[config.mk]
export PLATFORM = sky130hd
export DESIGN_NAME = spi_mode0_master_flat
export DESIGN_NICKNAME = d
export VERILOG_FILES = /design/src/rtl/spi_pkg.sv /design/src/rtl/spi_mode0_master_if.sv /design/src/rtl/spi_sck_div.sv /design/src/rtl/spi_mode0_master.sv /design/src/flat_wrapper.sv
export SDC_FILE = /design/constraint.sdc
export NUM_CORES = 1
export LEC_CHECK = 0
export BUFFER_PORTS_ARGS = -buffer_cell sky130_fd_sc_hd__buf_4
export CORE_ASPECT_RATIO = 1.25
export CORE_MARGIN = 5
export CORE_UTILIZATION = 57
export DETAILED_ROUTE_END_ITERATION = 16
export PLACE_DENSITY = 0.77
export SYNTH_ARGS = -nofsm -noshare
export SYNTH_HDL_FRONTEND = slang
export SYNTH_SLANG_ARGS = --single-unit
[constraint.sdc]
create_clock -name clk -period 2.3 [get_ports clk]
set_clock_uncertainty 0.05 [all_clocks]
set_input_delay 0.23 -clock clk [delete_from_list [all_inputs] [get_ports clk]]
set_output_delay 0.23 -clock clk [all_outputs]
set_load 0.05 [all_outputs]
[src/rtl/spi_pkg.sv]
// rtl/spi_pkg.sv - shared state encoding and timing defaults for the SPI mode-0 master
package spi_pkg;

  typedef enum logic [2:0] {
    IDLE  = 3'd0,
    LEAD  = 3'd1,
    SHIFT = 3'd2,
    LAG   = 3'd3,
    GAP   = 3'd4
  } spi_state_e;

  localparam int CPOL = 0;
  localparam int CPHA = 0;

  localparam int DEF_DATA_WIDTH      = 8;
  localparam int DEF_SCK_HALF_CYCLES = 8;
  localparam int DEF_CS_LEAD_CYCLES  = 16;
  localparam int DEF_CS_LAG_CYCLES   = 8;
  localparam int DEF_CS_IDLE_CYCLES  = 8;

endpackage

[src/rtl/spi_mode0_master_if.sv]
// rtl/spi_mode0_master_if.sv - request/response and SPI pin bundle for the mode-0 master
interface spi_mode0_master_if #(
  parameter int DATA_WIDTH = 8
);
  logic                  cs_n;
  logic                  sck;
  logic                  si;
  logic                  so;
  logic                  start_transfer;
  logic [DATA_WIDTH-1:0] data_to_send;
  logic [DATA_WIDTH-1:0] data_received;
  logic                  transfer_done;

  modport master (
    output cs_n, sck, si, data_received, transfer_done,
    input  so, start_transfer, data_to_send
  );

  modport slave (
    input  cs_n, sck, si, data_received, transfer_done,
    output so, start_transfer, data_to_send
  );
endinterface

[src/rtl/spi_sck_div.sv]
// rtl/spi_sck_div.sv - sck half-period divider emitting rise/fall enables and a fall count
module spi_sck_div #(
  parameter int HALF_CYCLES = 8,
  parameter int EDGES       = 8
) (
  input  logic                           clk,
  input  logic                           rst_n,
  input  logic                           en,
  output logic                           rise_en,
  output logic                           fall_en,
  output logic [$clog2(EDGES+1)-1:0]     fall_cnt
);
  localparam int HW = $clog2(HALF_CYCLES);
  localparam int EW = $clog2(EDGES + 1);

  logic [HW-1:0] half_cnt;
  logic          phase;
  logic          tick;

  // phase mirrors the sck level the top will drive; low half comes first
  assign tick    = en && (half_cnt == HW'(HALF_CYCLES - 1));
  assign rise_en = tick && !phase;
  assign fall_en = tick && phase;

  always_ff @(posedge clk or negedge rst_n) begin
    if (!rst_n) begin
      half_cnt <= '0;
      phase    <= 1'b0;
      fall_cnt <= '0;
    end else if (!en) begin
      half_cnt <= '0;
      phase    <= 1'b0;
      fall_cnt <= '0;
    end else if (tick) begin
      half_cnt <= '0;
      phase    <= ~phase;
      if (phase) fall_cnt <= fall_cnt + EW'(1);
    end else begin
      half_cnt <= half_cnt + HW'(1);
    end
  end

endmodule

[src/rtl/spi_mode0_master.sv]
// rtl/spi_mode0_master.sv - SPI mode-0 master PHY, MSB first, one full-duplex frame per start
module spi_mode0_master
  import spi_pkg::*;
#(
  parameter int DATA_WIDTH      = DEF_DATA_WIDTH,
  parameter int SCK_HALF_CYCLES = DEF_SCK_HALF_CYCLES,
  parameter int CS_LEAD_CYCLES  = DEF_CS_LEAD_CYCLES,
  parameter int CS_LAG_CYCLES   = DEF_CS_LAG_CYCLES,
  parameter int CS_IDLE_CYCLES  = DEF_CS_IDLE_CYCLES
) (
  input logic                clk,
  input logic                rst_n,
  spi_mode0_master_if.master bus
);
  localparam int EW = $clog2(DATA_WIDTH + 1);

  spi_state_e            state, state_d;
  logic [15:0]           cnt, cnt_d;
  logic                  accept, finish;
  logic                  rise_en, fall_en, last_fall;
  logic [EW-1:0]         fall_cnt;
  logic [DATA_WIDTH-1:0] tx_shift, rx_shift;

  spi_sck_div #(
    .HALF_CYCLES (SCK_HALF_CYCLES),
    .EDGES       (DATA_WIDTH)
  ) u_sck_div (
    .clk      (clk),
    .rst_n    (rst_n),
    .en       (state == SHIFT),
    .rise_en  (rise_en),
    .fall_en  (fall_en),
    .fall_cnt (fall_cnt)
  );

  assign last_fall = fall_en && (fall_cnt == EW'(DATA_WIDTH - 1));

  always_comb begin
    state_d = state;
    cnt_d   = cnt + 16'd1;
    accept  = 1'b0;
    finish  = 1'b0;
    case (state)
      IDLE: begin
        cnt_d = '0;
        if (bus.start_transfer) begin
          accept  = 1'b1;
          state_d = LEAD;
        end
      end
      LEAD: begin
        if (cnt == 16'(CS_LEAD_CYCLES - 1)) begin
          state_d = SHIFT;
          cnt_d   = '0;
        end
      end
      SHIFT: begin
        cnt_d = '0;
        if (last_fall) state_d = LAG;
      end
      LAG: begin
        if (cnt == 16'(CS_LAG_CYCLES - 1)) begin
          finish  = 1'b1;
          state_d = GAP;
          cnt_d   = '0;
        end
      end
      GAP: begin
        if (cnt == 16'(CS_IDLE_CYCLES - 1)) begin
          state_d = IDLE;
          cnt_d   = '0;
        end
      end
      default: begin
        state_d = IDLE;
        cnt_d   = '0;
      end
    endcase
  end

  always_ff @(posedge clk or negedge rst_n) begin
    if (!rst_n) begin
      state             <= IDLE;
      cnt               <= '0;
      tx_shift          <= '0;
      rx_shift          <= '0;
      bus.cs_n          <= 1'b1;
      bus.sck           <= 1'(CPOL);
      bus.si            <= 1'b0;
      bus.data_received <= '0;
      bus.transfer_done <= 1'b0;
    end else begin
      state             <= state_d;
      cnt               <= cnt_d;
      bus.transfer_done <= finish;
      if (accept) begin
        tx_shift <= bus.data_to_send;
        bus.cs_n <= 1'b0;
        bus.si   <= bus.data_to_send[DATA_WIDTH-1];
      end
      if (rise_en) begin
        bus.sck  <= 1'b1;
        rx_shift <= {rx_shift[DATA_WIDTH-2:0], bus.so};
      end
      // si is left alone on the final fall so the slave's hold time is generous
      if (fall_en) begin
        bus.sck <= 1'b0;
        if (!last_fall) begin
          tx_shift <= {tx_shift[DATA_WIDTH-2:0], 1'b0};
          bus.si   <= tx_shift[DATA_WIDTH-2];
        end
      end
      if (finish) begin
        bus.cs_n          <= 1'b1;
        bus.si            <= 1'b0;
        bus.data_received <= rx_shift;
      end
    end
  end

endmodule

[src/flat_wrapper.sv]
// flat-port wrapper written by rule: the top's interface ports become plain ports
module spi_mode0_master_flat import spi_pkg::*;
#(
  parameter int DATA_WIDTH      = DEF_DATA_WIDTH,
  parameter int SCK_HALF_CYCLES = DEF_SCK_HALF_CYCLES,
  parameter int CS_LEAD_CYCLES  = DEF_CS_LEAD_CYCLES,
  parameter int CS_LAG_CYCLES   = DEF_CS_LAG_CYCLES,
  parameter int CS_IDLE_CYCLES  = DEF_CS_IDLE_CYCLES
)
  (clk, rst_n, bus_cs_n, bus_sck, bus_si, bus_data_received, bus_transfer_done, bus_so, bus_start_transfer, bus_data_to_send);
  spi_mode0_master_if #(.DATA_WIDTH(DATA_WIDTH)) bus_i ();
  input logic clk;
  input logic rst_n;
  output wire logic [$bits(bus_i.cs_n)-1:0] bus_cs_n;
  output wire logic [$bits(bus_i.sck)-1:0] bus_sck;
  output wire logic [$bits(bus_i.si)-1:0] bus_si;
  output wire logic [$bits(bus_i.data_received)-1:0] bus_data_received;
  output wire logic [$bits(bus_i.transfer_done)-1:0] bus_transfer_done;
  input wire logic [$bits(bus_i.so)-1:0] bus_so;
  input wire logic [$bits(bus_i.start_transfer)-1:0] bus_start_transfer;
  input wire logic [$bits(bus_i.data_to_send)-1:0] bus_data_to_send;
  assign bus_cs_n = bus_i.cs_n;
  assign bus_sck = bus_i.sck;
  assign bus_si = bus_i.si;
  assign bus_data_received = bus_i.data_received;
  assign bus_transfer_done = bus_i.transfer_done;
  assign bus_i.so = bus_so;
  assign bus_i.start_transfer = bus_start_transfer;
  assign bus_i.data_to_send = bus_data_to_send;
  spi_mode0_master #(.DATA_WIDTH(DATA_WIDTH), .SCK_HALF_CYCLES(SCK_HALF_CYCLES), .CS_LEAD_CYCLES(CS_LEAD_CYCLES), .CS_LAG_CYCLES(CS_LAG_CYCLES), .CS_IDLE_CYCLES(CS_IDLE_CYCLES)) u_core (.clk(clk), .rst_n(rst_n), .bus(bus_i));
endmodule
==> results of run 1 <==
-- cell type report --
type	instances	area [sq um]
fill	324	1511
tap	58	72.57
inverter	6	22.52
timing repair buffer	30	227.7
clock buffer	6	82.58
sequential	54	1353
multi-input combinational	147	1072
clock inverter	2	16.27
-- repair_timing --
action                     4_1_cts  5_1_grt
setup buffers                    0        0
hold endpoints to repair        53        0
setup endpoints to repair        0        0
hold buffers                     1        0
-- stage by stage --
stage          power, mW  setup slack [ps]
2_1_floorplan      1.533             460.4
3_3_place_gp       1.674             355.4
3_5_place_dp       1.681             288.7
4_1_cts            2.243             275.0
5_1_grt            2.346             172.7
6_report           2.211             287.3
-- sequential cells by signal, indices dropped and copies added, names as in the netlist, 3 cells and up --
| name | count |
|---|---|
| u_core.bus.data_received | 8 |
| u_core.u_sck_div.half_cnt | 3 |
| u_core.tx_shift | 7 |
| u_core.state | 3 |
| u_core.cnt | 16 |
| u_core.u_sck_div.fall_cnt | 4 |
| u_core.rx_shift | 8 |
-- layer usage --
metal	wire length (um)	vias to the layer above	track usage, %
met2	2044	22	26.04
met3	155	6	5.030
li1	-	812	-
met4	69	0	6.572
met1	1854	796	18.41
met5	0	-	0
-- power by group --
group	switching, mW	leakage, nW	internal, mW	total [mW]
Combinational	0.268	0.538	0.228	0.495
Clock	0.308	0.0478	0.248	0.556
Sequential	0.0907	0.723	1.07	1.16
Total	0.667	1.31	1.54	2.21
-- cells in the final DEF, fill, tap and decap left out, types with 4 or more instances in the layout --
cell / count
nand4_1: 7
a21oi_2: 6
inv_1: 6
ha_1: 4
mux2i_1: 9
mux2_1: 7
xnor2_1: 16
clkbuf_8: 6
nor2_1: 29
buf_4: 29
nand3_1: 5
mux2_2: 9
dfrtp_1: 53
nor3_1: 5
nand2_1: 8
nor4_1: 5
-- cells by family after synthesis --
kind of cell,share of synthesized area (%)
and+or+nand+nor,18.38
DFF,53.54
muxes,10.70
xor gates and xnor gates,6.241
AOI/OAI and AO/OA,5.151
buffers and inverters,4.012
adders and majority gates,1.981
-- worst max path at each step --
| stage | startpoint | end |
|---|---|---|
| after floorplan | u_core.state[0] | u_core.tx_shift[4] |
| after global placement | u_core.state[2] | u_core.bus.si |
| after detailed placement | u_core.state[0] | u_core.tx_shift[3] |
| after CTS | u_core.state[0] | u_core.tx_shift[1] |
| after global routing | u_core.u_sck_div.half_cnt[0] | u_core.tx_shift[3] |
| final | u_core.state[0] | u_core.tx_shift[3] |
==> results.toml, run 1 <==
[status]
status = "finished clean"

[routing]
antenna_left = 0
dr.pass1.iters = 4
wl_um = 4124
vias = 1636
wl_per_cell_um = 13.61
drc_errors = 0
avgViaCountPerCell = 5.399
drt_iter0_drc = 81

[global_route]
grt_antenna_before_repair = 0
grt_pass1_wl_um = 7369
grt_pass1_vias = 1612
grt_max_degree = 55
overflow = 0
track_usage_pct = 15.57

[yosys]
yosysMostFrequentCell = "dfrtp_1"
synth_edf_count = 0
synth_area_sq_um = 2526
yosys-top-cells-count = "53 x dfrtp_1, 29 x nor2_1, 16 x xnor2_1, 9 x mux2_2, 9 x mux2i_1"
synth_top_area_share_pct = 52.50
async_flop_share_pct = 100.0
ys.flop_type = "dfrtp_1"
ys_types = 43
postSynthAreaPerCell_sq_um = 11.64
seq_area_frac_synth_pct = 53.54
synth-seq-cells = 54
yosys_warnings = 0
synthTopCellsByArea = "dfrtp_1 53%, xnor2_1 5.5%, nor2_1 4.3%, mux2_2 4.0%, mux2i_1 3.6%"
synth.largest_area_cell = "dfrtp_1"
syn-num-nets = 233
synthCells = 217

[setup_path]
cp.buffers_inverters = 0
r2r_end = "u_core.tx_shift[3]"
r2r_slack_ps = 290
crit_family = "simple AND/OR/NAND/NOR gates"
slowest_stage = "or3_1"
r2r_start = "u_core.state[0]"
start_kind = "register"
worst_path_largest_cell_delay_ps = 650
arrival_ps = 2140
critPathKind = "reg2reg"
cp_max_fo = 15
crit_cells = 4
endpoint_kind = "register"
crit_chain = "or3b_1, or3_1, nor2_1, a21oi_2"
rr_worst_depth = 4
cp.required_ps = 2430

[cts]
clockBufferDepth = 2
htree_levels = 2
clkLatencyLatePin_ps = 310
cts_sinks = 54
cts_tree = "done"
cts-resized-gates = 0
cts_root_buffer = "clkbuf_8"
clk_pin_slew_ps = 100
cts_buffers = 5

[power]
p_leak_nw = 1.308
vdd_ir_drop_max_mv = 0.5553
power.density_nw_per_um2 = 776.9

[timing]
setup_tns_ps = 0
finalHoldViolCount = 0
rsz0062_at_grt = "no"
finalCritPeriodShare_pct = 87.51
layout_min_cycle_time_ps = 2013
report.final.slew_viol_count = 0
setup_viol = 0
whs_ps = 112.4
tightest_slew_ps = 644.0
fmax_mhz = 496.8
slew_headroom_pct = 57.06

[finish]
layout.nets = 260
drive_above_1_share_pct = 25.71
antenna_cells = 0
area_growth_pct = 12.68
post-route-util_pct = 65.32
design_area_sq_um = 2846
instances_no_fill = 303

[floorplan]
dieArea_sq_um = 5872
core_sq_um = 4358
die_w_um = 69.55
boundaryPins = 24
die_h_um = 84.43
row_count = 27
initial_core_util_pct = 57.97

[hold_path]
min-delay-start = "bus_so"
holdPathEnd = "u_core.rx_shift[0]"
hold_depth = 2
min_path_type = "in2reg"

[place]
placed_cell_area_sq_um = 2738
dp.cells = 294
numPortBuffers = 23
gp_congestion = 0.7847
dp.final_hpwl_um = 2979

[job]
drv_cap = 0
Note: power is estimated with default switching activity, not from simulation.
==> inputs of run 2 (changes only) <==
--- a/config.mk
+++ b/config.mk
@@ -6,11 +6,13 @@
 export NUM_CORES = 1
 export LEC_CHECK = 0
 export BUFFER_PORTS_ARGS = -buffer_cell sky130_fd_sc_hd__buf_4
+export CELL_PAD_IN_SITES_DETAIL_PLACEMENT = 0
+export CELL_PAD_IN_SITES_GLOBAL_PLACEMENT = 2
 export CORE_ASPECT_RATIO = 1.25
 export CORE_MARGIN = 5
-export CORE_UTILIZATION = 57
+export CORE_UTILIZATION = 39
 export DETAILED_ROUTE_END_ITERATION = 16
-export PLACE_DENSITY = 0.77
+export PLACE_DENSITY_LB_ADDON = 0.1
 export SYNTH_ARGS = -nofsm -noshare
 export SYNTH_HDL_FRONTEND = slang
 export SYNTH_SLANG_ARGS = --single-unit
==> run 2 against run 1 <==
Effect of this change:
- sequential share of layout area fell by 0.78 points
- setup slack got worse by 7.3 ps
- sequential cell count unchanged
- routed wire length is 13% higher
- combinational power decreased by 4%
- register-to-register slack hardly changed
- clock power up 17%
- first-iteration DRC count is 21% lower
- utilization down 19 points
- global-route usage fell by 3.3 points
- total power grew 4.0%
- count of clock-buffer cells in the layout decreased by 1
- critical endpoint unchanged
==> results.toml, run 2 (synthesis results as in run 1) <==
[timing]
slew_headroom_pct = 54.25
layout_min_cycle_time_ps = 2020
setup_viol = 0
fmax_mhz = 495.0
setup_tns_ps = 0
report.final.slew_viol_count = 0
finalCritPeriodShare_pct = 87.83
tightest_slew_ps = 686.2
finalHoldViolCount = 0
fin_ws_ps = 280.0
rsz0062_at_grt = "no"

[hold_path]
min_path_type = "in2reg"

[cts]
cts_tree = "done"
clk_pin_slew_ps = 100
clkLatencyLatePin_ps = 310
cts_setup_buffers = 0
cts-resized-gates = 0
hold_buffers = 1
htree_levels = 2
clockBufferDepth = 2
cts_buffers = 5
cts_root_buffer = "clkbuf_8"
cts_sinks = 54

[global_route]
overflow = 0
track_usage_pct = 12.30
grt_max_degree = 55
grt_pass1_vias = 1671
grt_antenna_before_repair = 0
grt_pass1_wl_um = 7866

[setup_path]
cp.required_ps = 2420
endpoint_kind = "register"
worst_path_largest_cell_delay_ps = 650
r2r_slack_ps = 280
slowest_stage = "or3_1"
cp.buffers_inverters = 0
arrival_ps = 2140
crit_chain = "or3b_1, or3_1, nor2_1, a21oi_2"
start_kind = "register"
crit_family = "simple AND/OR/NAND/NOR gates"
r2r_start = "u_core.state[0]"
crit_cells = 4
cp-startpoint = "u_core.state[0]"
critPathKind = "reg2reg"
endpoint = "u_core.tx_shift[3]"
r2r_end = "u_core.tx_shift[3]"
rr_worst_depth = 4
cp_max_fo = 15

[routing]
dr.pass1.iters = 4
antenna_left = 0
drt_iter0_drc = 64
avgViaCountPerCell = 5.018
drc_errors = 0
wl_um = 4645
wl_per_cell_um = 14.08
vias = 1656

[power]
p_leak_nw = 1.318
vdd_ir_drop_max_mv = 0.3020
power.density_nw_per_um2 = 794.5
power_mw = 2.299

[finish]
multi_input_area_sq_um = 1072
design_area_sq_um = 2894
largestRegisters = "u_core.cnt x16, u_core.bus.data_received x8, u_core.rx_shift x8"
largest_reg_flops = 16
max_flop_register = "u_core.cnt"
mostFrequentLayoutCell = "dfrtp_1"
regArea_sq_um = 1353
drive_above_1_share_pct = 25.71
fillers = 621
layout.nets = 260
area_growth_pct = 14.56
antenna_cells = 0
most-common-layout-cells = "53 x dfrtp_1, 29 x nor2_1, 29 x buf_4, 16 x xnor2_1"

[floorplan]
initial_core_util_pct = 40.44
row_count = 32
boundaryPins = 24
dieArea_sq_um = 8197
die_w_um = 81.99
core_sq_um = 6246
die_h_um = 99.98

[place]
gp_congestion = 0.7627
placed_cell_area_sq_um = 2771
numPortBuffers = 23
dp_slack_ps = 298.3
dp.final_hpwl_um = 3287

[status]
status = "finished clean"

[job]
drv_cap = 0
-- run 2: stage by stage --
step                      hold slack (ps)  std cells  util, %
after floorplan                    -115.6        217        -
after global placement              254.5        321    44.37
after global routing                98.56        330    46.33
final                               109.6        330    46.33
after CTS                           98.72        330    46.33
after detailed placement            269.2        321    44.37
-- run 2: worst min-delay path by stage --
stage | startpoint | to | slack, ps | cells after the start
2_1_floorplan | rst_n | u_core.bus.data_received[0] | -120 | 0
3_3_place_gp | rst_n | u_core.tx_shift[2] | 250 | 1
3_5_place_dp | rst_n | u_core.tx_shift[1] | 270 | 1
4_1_cts | bus_so | u_core.rx_shift[0] | 100 | 2
5_1_grt | bus_so | u_core.rx_shift[0] | 100 | 2
6_report | bus_so | u_core.rx_shift[0] | 110 | 2
-- run 2: area by class of cell --
| type | count | share of cell area, % |
|---|---|---|
| Sequential cell | 54 | 46.74 |
| Multi-Input combinational cell | 147 | 37.05 |
| Timing Repair Buffer | 30 | 7.869 |
| Tap cell | 85 | 3.675 |
| Clock buffer | 5 | 2.378 |
| Clock inverter | 3 | 1.513 |
| Inverter | 6 | 0.7782 |
-- run 2: per-layer routing --
metal | share of wire (%) | wire length, um | global-route usage (%)
met3 | 3.8 | 178 | 2.962
met5 | 0 | 0 | 0
met2 | 51 | 2381 | 20.91
met4 | 1.6 | 75 | 4.604
met1 | 43 | 2010 | 14.85
-- run 2: power breakdown --
group	internal [mW]	total (mW)	switching, mW
combinational	0.212	0.477	0.266
clock	0.327	0.650	0.323
sequential	1.07	1.17	0.103
-- run 2: worst register-to-register path: stages, from the launching register on --
cell	delay (ps)
dfrtp_1	450
or3b_1	470
or3_1	650
nor2_1	220
a21oi_2	40
==> inputs of run 3 (changes only) <==
--- a/config.mk
+++ b/config.mk
@@ -9,7 +9,6 @@
 export CELL_PAD_IN_SITES_DETAIL_PLACEMENT = 0
 export CELL_PAD_IN_SITES_GLOBAL_PLACEMENT = 2
 export CORE_ASPECT_RATIO = 1.25
-export CORE_MARGIN = 5
 export CORE_UTILIZATION = 39
 export DETAILED_ROUTE_END_ITERATION = 16
 export PLACE_DENSITY_LB_ADDON = 0.1
==> constraint.sdc (replaced) <==
create_clock -name clk -period 2.1 [get_ports clk]
set_clock_uncertainty 0.05 [all_clocks]
set_input_delay 0.21 -clock clk [delete_from_list [all_inputs] [get_ports clk]]
set_output_delay 0.21 -clock clk [all_outputs]
set_load 0.05 [all_outputs]
==> run 3 against run 2 <==
Effect of this change:
- sequential share of layout area down 0.56 points
- worst hold slack worse by 25 ps
- utilization up 0.86 points
- critical path type unchanged
==> results.toml, run 3 (synthesis results as in run 1) <==
[floorplan]
die_w_um = 73.99
core_sq_um = 6206
row_count = 32
boundaryPins = 24
die_h_um = 91.98
dieArea_sq_um = 6805
initial_core_util_pct = 40.71

[timing]
setup_tns_ps = 0
slew_headroom_pct = 55.04
fmax_mhz = 521.0
finalCritPeriodShare_pct = 91.41
tightest_slew_ps = 674.4
finalHoldViolCount = 0
setup_viol = 0
report.final.slew_viol_count = 0
layout_min_cycle_time_ps = 1920
rsz0062_at_grt = "no"

[power]
p_switching_mw = 0.7769
power_mw = 2.441
vdd_ir_drop_max_mv = 0.4043
internal_power_mw = 1.664
p_comb_share_pct = 22.4
switching_share_pct = 31.83
pwr-share-clk_pct = 25.3
power.density_nw_per_um2 = 833.3
p_seq_share_pct = 52.3
p_leak_nw = 1.336

[place]
placed_cell_area_sq_um = 2821
dp.final_hpwl_um = 3281
gp_congestion = 0.7662
numPortBuffers = 23

[cts]
cts_tree = "done"
cts_sinks = 54
htree_levels = 2
cts_root_buffer = "clkbuf_8"
clk_pin_slew_ps = 110
cts_buffers = 5
cts_setup_buffers = 0
clkLatencyLatePin_ps = 310
cts-resized-gates = 0
hold_buffers = 1
clockBufferDepth = 2

[hold_path]
min_path_type = "in2reg"
min-delay-start = "bus_so"
hold_depth = 2
holdPathEnd = "u_core.rx_shift[0]"

[finish]
antenna_cells = 0
mostFrequentLayoutCell = "dfrtp_1"
largestRegisters = "u_core.cnt x16, u_core.bus.data_received x8, u_core.rx_shift x8"
layout.nets = 265
largest_reg_flops = 16
most-common-layout-cells = "53 x dfrtp_1, 33 x buf_4, 29 x nor2_1, 16 x xnor2_1"
fillers = 603
drive_above_1_share_pct = 27.20
regArea_sq_um = 1353
multi_input_area_sq_um = 1072
design_area_sq_um = 2929
max_flop_register = "u_core.cnt"
area_growth_pct = 15.95

[setup_path]
arrival_ps = 2070
start_kind = "register"
r2r_slack_ps = 180
cp_max_fo = 8
critPathKind = "reg2reg"
cp.required_ps = 2250
rr_worst_depth = 3
r2r_start = "u_core.state[0]"
endpoint_kind = "register"
r2r_end = "u_core.rx_shift[3]"

[job]
drv_cap = 0

[status]
status = "finished clean"

[routing]
drt_iter0_drc = 58
wl_um = 4674
wl_per_cell_um = 13.95
avgViaCountPerCell = 4.961
drc_errors = 0
antenna_left = 0
vias = 1662
dr.pass1.iters = 4

[global_route]
grt_pass1_wl_um = 8148
track_usage_pct = 15.53
grt_pass1_vias = 1818
grt_max_degree = 55
overflow = 0
grt_antenna_before_repair = 0
run 3: routing by layer:
| metal | wire length (um) | GRT usage (%) | vias up |
|---|---|---|---|
| met5 | 0 | 0 | - |
| met3 | 102 | 3.297 | 5 |
| li1 | - | - | 816 |
| met2 | 2440 | 27.58 | 19 |
| met4 | 45 | 3.365 | 0 |
| met1 | 2086 | 18.84 | 822 |
run 3: power by group through the flow:
stage	Clock, mW	Combinational, mW	Sequential [mW]
floorplan	0	0.369	1.31
global placement	0	0.545	1.29
detailed placement	0	0.556	1.30
CTS	0.651	0.560	1.28
global route	0.690	0.614	1.30
finish	0.617	0.546	1.28
run 3: through the flow:
stage               utilization (%)  cells  hold WS (ps)  setup WS, ps
finish                        47.20    335         84.41         180.4
global route                  47.20    335         68.48         85.71
CTS                           47.20    335         76.15         160.9
detailed placement            45.46    326         254.1         179.7
global placement              45.46    326         236.5         217.0
floorplan                         -    217        -135.6         260.4
run 3: area by class of cell:
type | instances | share of cell area (%)
Clock buffer | 5 | 2.349
Clock inverter | 3 | 0.9825
Inverter | 6 | 0.7689
Multi-Input combinational cell | 147 | 36.61
Sequential cell | 54 | 46.18
Tap cell | 85 | 3.631
Timing Repair Buffer | 35 | 9.483
run 3: worst max path at each step:
stage | startpoint | slack (ps) | endpoint | cells past startpoint
final | u_core.state[0] | 180 | u_core.rx_shift[3] | 3
after CTS | u_core.state[2] | 160 | u_core.rx_shift[1] | 3
after detailed placement | u_core.state[2] | 180 | u_core.rx_shift[1] | 3
after global routing | u_core.state[0] | 90 | u_core.rx_shift[1] | 3
after floorplan | u_core.state[0] | 260 | u_core.tx_shift[4] | 7
after global placement | u_core.state[2] | 220 | u_core.rx_shift[2] | 3
run 3: worst max-delay path, stage by stage, from the launching register on:
cell and delay [ps]:
dfrtp_1 450, or3b_1 470, nor3b_4 450, mux2_2 390
